<file path="src/rtl/icache_fill_ctrl.sv">
// -----------------------------------------------------------------------------
// icache_fill_ctrl
// Miss-handling fill controller for a 2-way, 64-set instruction cache with
// 16-byte blocks (eight 16-bit words). A miss latches tag/set/victim way, then
// eight word reads are streamed to a pipelined memory. Each returned word is
// written into the selected way's data array; the last word also writes the
// tag metadata and pulses fill_done.
//
// Ports
//   clk             in   clock, rising edge
//   rst             in   synchronous reset, active low
//   miss_detected   in   fetch miss, sampled only when idle
//   miss_address    in   [15:0] missing address (tag 15:10, set 9:4, word 3:1)
//   fill_way        in   victim way: 0 = way 1, 1 = way 2
//   mem_data_valid  in   memory returns one word this cycle
//   mem_data        in   [15:0] returned word
//   mem_en          out  read request this cycle
//   mem_addr        out  [15:0] request address
//   fill_busy       out  fill in progress, fetch must stall
//   fill_done       out  pulse with the last data word and metadata write
//   metaIn          out  [7:0] {valid, lru, tag}
//   dataIn          out  [15:0] word written to the data array
//   blockEn         out  [63:0] one-hot set select
//   wordEn          out  [7:0] one-hot word select
//   metaWrite1/2    out  metadata write strobe, way 1 / way 2
//   dataWrite1/2    out  data write strobe, way 1 / way 2
// -----------------------------------------------------------------------------
module icache_fill_ctrl (
  input  logic        clk,
  input  logic        rst,
  input  logic        miss_detected,
  input  logic [15:0] miss_address,
  input  logic        fill_way,
  input  logic        mem_data_valid,
  input  logic [15:0] mem_data,
  output logic        mem_en,
  output logic [15:0] mem_addr,
  output logic        fill_busy,
  output logic        fill_done,
  output logic [7:0]  metaIn,
  output logic [15:0] dataIn,
  output logic [63:0] blockEn,
  output logic [7:0]  wordEn,
  output logic        metaWrite1,
  output logic        metaWrite2,
  output logic        dataWrite1,
  output logic        dataWrite2
);

  typedef enum logic [0:0] {
    IDLE = 1'b0,
    FILL = 1'b1
  } state_t;

  state_t     state_q, state_d;
  logic [5:0] tag_q, tag_d;
  logic [5:0] set_q, set_d;
  logic       way_q, way_d;
  logic [3:0] req_cnt_q, req_cnt_d;
  logic [3:0] rsp_cnt_q, rsp_cnt_d;

  logic issue;
  logic last_word;
  logic unused_addr_bits;

  // Word offset and byte bit of the miss address do not matter: the whole
  // block is always fetched starting from word 0.
  assign unused_addr_bits = ^miss_address[3:0];

  // Requests are issued back to back until all eight have gone out; the
  // memory never stalls so no handshake is needed.
  assign issue     = (state_q == FILL) && (req_cnt_q < 4'd8);
  // Responses come back in request order, so the eighth response is the last
  // word regardless of latency.
  assign last_word = (state_q == FILL) && mem_data_valid && (rsp_cnt_q == 4'd7);

  // State and latch registers with synchronous active-low reset.
  always_ff @(posedge clk) begin
    if (!rst) begin
      state_q   <= IDLE;
      tag_q     <= 6'd0;
      set_q     <= 6'd0;
      way_q     <= 1'b0;
      req_cnt_q <= 4'd0;
      rsp_cnt_q <= 4'd0;
    end else begin
      state_q   <= state_d;
      tag_q     <= tag_d;
      set_q     <= set_d;
      way_q     <= way_d;
      req_cnt_q <= req_cnt_d;
      rsp_cnt_q <= rsp_cnt_d;
    end
  end

  // Next-state logic: accept a miss when idle, count requests and responses
  // while filling, return to idle on the last word.
  always_comb begin
    state_d   = state_q;
    tag_d     = tag_q;
    set_d     = set_q;
    way_d     = way_q;
    req_cnt_d = req_cnt_q;
    rsp_cnt_d = rsp_cnt_q;
    case (state_q)
      IDLE: begin
        if (miss_detected) begin
          state_d   = FILL;
          tag_d     = miss_address[15:10];
          set_d     = miss_address[9:4];
          way_d     = fill_way;
          req_cnt_d = 4'd0;
          rsp_cnt_d = 4'd0;
        end else begin
          state_d = IDLE;
        end
      end
      FILL: begin
        // miss_detected is deliberately ignored here; fetch re-presents it.
        if (issue) begin
          req_cnt_d = req_cnt_q + 4'd1;
        end else begin
          req_cnt_d = req_cnt_q;
        end
        if (mem_data_valid) begin
          rsp_cnt_d = rsp_cnt_q + 4'd1;
        end else begin
          rsp_cnt_d = rsp_cnt_q;
        end
        if (last_word) begin
          state_d = IDLE;
        end else begin
          state_d = FILL;
        end
      end
      default: begin
        state_d = IDLE;
      end
    endcase
  end

  // Output decode: everything is zero while idle; in FILL the request side
  // depends on registers only, the write side also on mem_data_valid.
  always_comb begin
    mem_en     = 1'b0;
    mem_addr   = 16'd0;
    fill_busy  = 1'b0;
    fill_done  = 1'b0;
    metaIn     = 8'd0;
    dataIn     = 16'd0;
    blockEn    = 64'd0;
    wordEn     = 8'd0;
    metaWrite1 = 1'b0;
    metaWrite2 = 1'b0;
    dataWrite1 = 1'b0;
    dataWrite2 = 1'b0;
    case (state_q)
      FILL: begin
        fill_busy = 1'b1;
        blockEn   = 64'd1 << set_q;
        if (issue) begin
          mem_en   = 1'b1;
          mem_addr = {tag_q, set_q, req_cnt_q[2:0], 1'b0};
        end else begin
          mem_en   = 1'b0;
          mem_addr = 16'd0;
        end
        if (mem_data_valid) begin
          dataIn     = mem_data;
          wordEn     = 8'd1 << rsp_cnt_q[2:0];
          dataWrite1 = ~way_q;
          dataWrite2 = way_q;
        end else begin
          dataIn = 16'd0;
          wordEn = 8'd0;
        end
        if (last_word) begin
          fill_done  = 1'b1;
          metaIn     = {1'b1, 1'b0, tag_q};
          metaWrite1 = ~way_q;
          metaWrite2 = way_q;
        end else begin
          fill_done = 1'b0;
        end
      end
      IDLE: begin
        fill_busy = 1'b0;
      end
      default: begin
        fill_busy = 1'b0;
      end
    endcase
  end

endmodule

</file>
<file path="config.mk">
export PLATFORM = sky130hd
export DESIGN_NAME = icache_fill_ctrl
export DESIGN_NICKNAME = d
export VERILOG_FILES = /design/src/rtl/icache_fill_ctrl.sv
export SDC_FILE = /design/constraint.sdc
export NUM_CORES = 1
export LEC_CHECK = 0
export ABC_CLOCK_PERIOD_IN_PS = 4000
export CAP_MARGIN = 40
export CORE_MARGIN = 2
export CORE_UTILIZATION = 34
export DETAILED_ROUTE_END_ITERATION = 6
export PLACE_DENSITY = 0.86
export SYNTH_ARGS = -nofsm -noshare
export SYNTH_HDL_FRONTEND = slang
export SYNTH_SLANG_ARGS = --single-unit
export TNS_END_PERCENT = 20
</file>
<file path="constraint.sdc">
create_clock -name clk -period 4 [get_ports clk]
set_input_delay 0.6 -clock clk [delete_from_list [all_inputs] [get_ports clk]]
set_output_delay 0.6 -clock clk [all_outputs]
set_load 0.01 [all_outputs]
</file>
==> flow_summary.yaml, run 1 <==
status:
  status: "finished clean"
sta:
  slew_viol_final: 0
  fin_ws_ns: 0.6988
  hold_viol: 0
  max_freq_mhz: 302.9
  tightest_slew_ns: 0.8610
  skew_ns: 0.002031
  setup_viol: 0
  period_minus_slack_ns: 3.301
  whs_ns: 0.4615
  slew_headroom: 0.4252
  finalSetupTns_ns: 0
  period_share: 0.8253
  rsz0062_at_grt: "false"
yosys:
  synth-warning-count: 0
  avgSynthCellArea_um2: 6.510
  synth_cells: 271
  synthDistinctLibCells: 30
  ys_seq_area_frac: 0.2496
  syn_area_mm2: 0.001764
  synth_seq_cells: 22
floorplan:
  dieArea_mm2: 0.005781
  start_util: 0.3499
  die_h_um: 76.04
  chipWidth_um: 76.04
  ios: 156
  num_rows: 26
  design.core.area_mm2: 0.005042
setup_path:
  timing.rr.start: "state_q"
  cp.arrival_ns: 2.70
  worstSetupPathType: "reg2out"
  r2r_slack_ns: 2.09
  end_kind: "output port"
  cp.required_ns: 3.40
  cp_max_fo: 32
  cp_slowest_stage_delay_ns: 0.89
  start_kind: "flip-flop"
  crit_path_top_delay_cell: "dfxtp_1"
  crit_chain: "nand3b_1 > nor2_1 > clkdlybuf4s50_1"
  r2r-end: "req_cnt_q[0]"
  reg2reg_depth: 3
placed_design:
  pre_cts_slack_ns: 0.8414
  dp_hpwl_um: 4775
  placed_cells: 467
  placed_cell_area_mm2: 0.003231
  place.gp.congestion: 0.7501
  io_buffers: 149
detailed_routing:
  drt_iter0_markers: 78
  antenna_left: 0
  wl_per_cell_um: 13.01
  first_pass_iters: 4
  wirelength_um: 6126
  vias: 2221
  drc: 0
  routed_via_density: 4.715
grt:
  gr-total-overflow: 0
  grt_pass1_vias: 2129
  grt_pass1_wl_um: 9880
  grt_antenna_before_repair: 0
  grt.total_usage: 0.2019
  grt_max_degree: 33
cells_and_area:
  n_antenna_cell: 0
  finalNonFillerCells: 471
  register_area_um2: 440.4
  area_growth_pct: 87.16
  n_fill_cell: 452
  final_nets: 446
  design_area_mm2: 0.003302
  drive_gt1_frac: 0.02244
  final_util: 0.6548
  multi_input_area_mm2: 0.001189
clock_network:
  postCtsSetupBuffers: 0
  cts_sinks: 22
  cts_resized: 0
  clock_latency_ns: 0.26
  cts_tree: "yes"
  numCtsBuffers: 3
  cts_root_buf: "clkbuf_8"
  clkTransAtPathRegs_ns: 0.08
  hold_buffers: 0
  cts.path.max_buffers: 2
  htreeDepth: 1
pwr:
  p_leak_nw: 1.253
  peakVddDrop_uv: 211.1
  p_per_area_mw_per_mm2: 177.3
  p_total_mw: 0.5854
job:
  maxCapViolations: 0
hold_path:
  worstHoldStart: "tag_q[0]"
  worstHoldEndpoint: "tag_q[0]"
  min_path_cells: 2
  hold_path.class: "reg2reg"
[per-layer routing]
layer,share of wire,GRT usage,up-vias
li1,-,-,1121
met1,0.39,0.1981,1003
met2,0.52,0.4098,89
met3,0.074,0.04265,8
met4,0.016,0.07273,0
met5,0,0,-
[flip-flops by register name, indices dropped and copies added, names as in the netlist]
| name | cells |
|---|---|
| set_q | 6 |
| way_q | 1 |
| tag_q | 6 |
| req_cnt_q | 4 |
| state_q | 1 |
| rsp_cnt_q | 4 |
[cells in the mapped netlist]
cell type / number / share of area
clkbuf_1: 16 / 0.034
and3_1: 26 / 0.092
nor2_1: 71 / 0.15
nor4b_4: 1 / 0.013
nand2b_1: 4 / 0.014
buf_6: 1 / 0.0064
nand2_1: 39 / 0.083
nand3b_1: 2 / 0.0085
nand3_1: 11 / 0.031
inv_1: 3 / 0.0064
conb_1: 1 / 0.0021
a21boi_1: 12 / 0.051
buf_2: 3 / 0.0085
nor2b_1: 5 / 0.018
dfxtp_1: 22 / 0.25
and2_1: 22 / 0.078
nor2b_2: 1 / 0.0050
ha_1: 7 / 0.050
buf_4: 5 / 0.021
or3b_1: 1 / 0.0050
xnor2_1: 1 / 0.0050
o21a_1: 2 / 0.0085
or2_1: 1 / 0.0035
nand4_1: 3 / 0.011
a21boi_0: 5 / 0.021
nand2_4: 1 / 0.0064
mux2i_1: 1 / 0.0057
o21ai_0: 1 / 0.0028
inv_2: 1 / 0.0021
nor3_1: 2 / 0.0057
[worst max-delay path, delay by kind of cell (launching register included)]
kind,cells,cell delay [ns]
buffers and inverters,1,0.59
AND/OR/NAND/NOR,2,0.96
flip-flops,1,0.89
[cells by family after synthesis]
group,after synthesis,synth area share
xor+xnor,1,0.004965
other cells,1,0.002126
flops,22,0.2496
compound gates,20,0.08369
mux,1,0.005674
fa+ha+maj,7,0.04964
buf+inv,29,0.07872
simple gates,190,0.5255
[where the power goes]
part           internal, mW  switching (mW)
Combinational        0.0733          0.0633
Clock                 0.134          0.0699
Sequential            0.229          0.0165
[area by class of cell]
| type | instances | area share |
|---|---|---|
| Clock inverter | 1 | 0.009094 |
| Timing Repair Buffer | 150 | 0.4540 |
| Clock buffer | 3 | 0.01250 |
| Tap cell | 70 | 0.02653 |
| Sequential cell | 22 | 0.1334 |
| Multi-Input combinational cell | 221 | 0.3600 |
| Inverter | 4 | 0.004547 |
[how the worst max path moves through the flow]
stage	start	to	slack [ns]	cells after the start
2_1_floorplan	mem_data_valid	metaWrite1	2.01	3
3_3_place_gp	mem_data_valid	metaWrite2	0.88	5
3_5_place_dp	mem_data_valid	metaWrite1	0.84	5
4_1_cts	state_q	blockEn[22]	0.69	3
5_1_grt	state_q	blockEn[19]	0.44	3
6_report	state_q	blockEn[19]	0.70	3
[cell usage in the layout, fill, tap and decap left out, types with 2 or more instances in the layout]
cell type / Yosys / layout
o21a_1: 2 / 2
clkdlybuf4s50_1: 0 / 149
nor2_1: 71 / 71
nand3_1: 11 / 11
conb_1: 1 / 2
a21boi_0: 5 / 5
nand3b_1: 2 / 2
nor2b_1: 5 / 5
and3_1: 26 / 26
dfxtp_1: 22 / 22
and2_1: 22 / 22
nand4_1: 3 / 3
nand2b_1: 4 / 4
clkbuf_8: 0 / 3
nand2_1: 39 / 39
inv_1: 3 / 3
ha_1: 7 / 7
a21boi_1: 12 / 12
nor3_1: 2 / 2
Note: power is estimated with default switching activity, not from simulation.
==> inputs of run 2 (changes only) <==
--- a/config.mk
+++ b/config.mk
@@ -5,12 +5,12 @@
 export SDC_FILE = /design/constraint.sdc
 export NUM_CORES = 1
 export LEC_CHECK = 0
-export ABC_CLOCK_PERIOD_IN_PS = 4000
+export ABC_CLOCK_PERIOD_IN_PS = 3300
 export CAP_MARGIN = 40
 export CORE_MARGIN = 2
-export CORE_UTILIZATION = 34
+export CORE_UTILIZATION = 32
 export DETAILED_ROUTE_END_ITERATION = 6
-export PLACE_DENSITY = 0.86
+export PLACE_DENSITY = 0.82
 export SYNTH_ARGS = -nofsm -noshare
 export SYNTH_HDL_FRONTEND = slang
 export SYNTH_SLANG_ARGS = --single-unit
==> constraint.sdc (replaced) <==
create_clock -name clk -period 3.3 [get_ports clk]
set_input_delay 0.495 -clock clk [delete_from_list [all_inputs] [get_ports clk]]
set_output_delay 0.495 -clock clk [all_outputs]
set_load 0.01 [all_outputs]
==> run 2 against run 1 <==
- worst setup slack worse by 0.28 ns
- final cell count up 1.1%
- routed wire length down 2.2%
- sequential share of layout area about the same
- utilization down 4.2 points
- critical path depth up 2
- register-to-register slack worse by 0.60 ns
- clock skew up 0.0024 ns
- non-clock buffer count up 3
- via count down 0.50%
- flip-flop and latch count unchanged
- design area up 0.27%
- highest routed layer unchanged
==> flow_summary.yaml, run 2 (synthesized netlist as in run 1, its figures left out) <==
status:
  status: "finished clean"
pwr:
  peakVddDrop_uv: 167.7
  p_leak_nw: 1.260
  p_per_area_mw_per_mm2: 197.7
hold_path:
  hold_path.class: "reg2reg"
  worstHoldStart: "tag_q[0]"
  worstHoldEndpoint: "tag_q[0]"
  min_path_cells: 2
sta:
  period_minus_slack_ns: 2.882
  tightest_slew_ns: 0.7257
  finalSetupTns_ns: 0
  slew_headroom: 0.5162
  max_freq_mhz: 347.0
  period_share: 0.8733
  hold_viol: 0
  setup_viol: 0
  skew_ns: 0.004428
  slew_viol_final: 0
  rsz0062_at_grt: "false"
grt:
  grt.total_usage: 0.1875
  grt_pass1_wl_um: 9522
  grt_max_degree: 25
  grt_antenna_before_repair: 0
  gr-total-overflow: 0
  grt_pass1_vias: 2029
setup_path:
  reg2reg_depth: 4
  start_kind: "input pin"
  end_kind: "output port"
  cp_max_fo: 11
  timing.rr.start: "state_q"
  cp.arrival_ns: 2.39
  cp.required_ns: 2.80
  r2r-end: "rsp_cnt_q[1]"
  r2r_slack_ns: 1.49
  worstSetupPathType: "in2out"
detailed_routing:
  wirelength_um: 5993
  routed_via_density: 4.643
  vias: 2210
  antenna_left: 0
  drc: 0
  drt_iter0_markers: 117
  first_pass_iters: 4
  wl_per_cell_um: 12.59
clock_network:
  hold_buffers: 0
  cts_tree: "yes"
  cts_sinks: 22
  postCtsSetupBuffers: 0
  clock_latency_ns: 0.26
  cts_resized: 0
  clkTransAtPathRegs_ns: 0.08
  cts_root_buf: "clkbuf_8"
  htreeDepth: 1
  numCtsBuffers: 3
  cts.path.max_buffers: 2
placed_design:
  place.gp.congestion: 0.7611
  dp_hpwl_um: 4675
  io_buffers: 149
  placed_cells: 472
  placed_cell_area_mm2: 0.003256
cells_and_area:
  area_growth_pct: 87.66
  final_nets: 449
  design_area_mm2: 0.003311
  final_cell_mix: "149 x clkdlybuf4s50_1, 71 x nor2_1, 39 x nand2_1"
  layout_commonest_cell: "clkdlybuf4s50_1"
  reg.largest.list: "set_q: 6 flops, tag_q: 6 flops"
  n_fill_cell: 500
  n_antenna_cell: 0
  final_util: 0.6125
  finalNonFillerCells: 476
  drive_gt1_frac: 0.02970
floorplan:
  design.core.area_mm2: 0.005405
  ios: 156
  dieArea_mm2: 0.006123
  die_h_um: 78.25
  num_rows: 27
  start_util: 0.3264
  chipWidth_um: 78.25
job:
  maxCapViolations: 0
[run 2: final cells by class]
type / instances / area, µm² / area share
multi-input cells: 221 / 1189 / 0.3590
flip-flops and latches: 22 / 440.4 / 0.1330
repair buffers: 153 / 1521 / 0.4596
clock buffers: 4 / 55.05 / 0.01663
inverters: 4 / 15.01 / 0.004535
well taps: 72 / 90.09 / 0.02721
[run 2: worst max-delay path by stage]
stage / slack, ns / cells after the start / start / endpoint
6_report: 0.42 / 5 / mem_data_valid / metaIn[2]
5_1_grt: 0.27 / 5 / mem_data_valid / metaWrite1
4_1_cts: 0.38 / 5 / mem_data_valid / metaIn[2]
3_5_place_dp: 0.38 / 5 / mem_data_valid / metaIn[4]
3_3_place_gp: 0.41 / 5 / mem_data_valid / metaWrite1
2_1_floorplan: 1.44 / 4 / state_q / metaWrite1
[run 2: power by group]
group | switching [mW] | internal, mW
clock | 0.0841 | 0.106
sequential | 0.0162 | 0.277
combinational | 0.0802 | 0.0904
total | 0.180 | 0.474
[run 2: stage by stage]
stage / setup slack [ns] / hold WS [ns] / total power, mW
6_report: 0.4182 / 0.4653 / 0.6544
5_1_grt: 0.2679 / 0.4937 / 0.6950
4_1_cts: 0.3829 / 0.4701 / 0.6629
3_5_place_dp: 0.3814 / 0.4593 / 0.4709
3_3_place_gp: 0.4067 / 0.4494 / 0.4677
2_1_floorplan: 1.436 / 0.4389 / 0.3835
[run 2: per-layer routing]
layer	track usage	vias up	share of wire
li1	-	1129	-
met1	0.2157	983	0.41
met2	0.3569	96	0.50
met3	0.03793	2	0.081
met4	0.03684	0	0.0022
met5	0	-	0
[run 2: critical path, stage by stage]
cell and delay, ns:
clkdlybuf4s50_1 0.52, nand2_4 0.09, nor4b_4 0.53, and2_1 0.21, clkdlybuf4s50_1 0.54
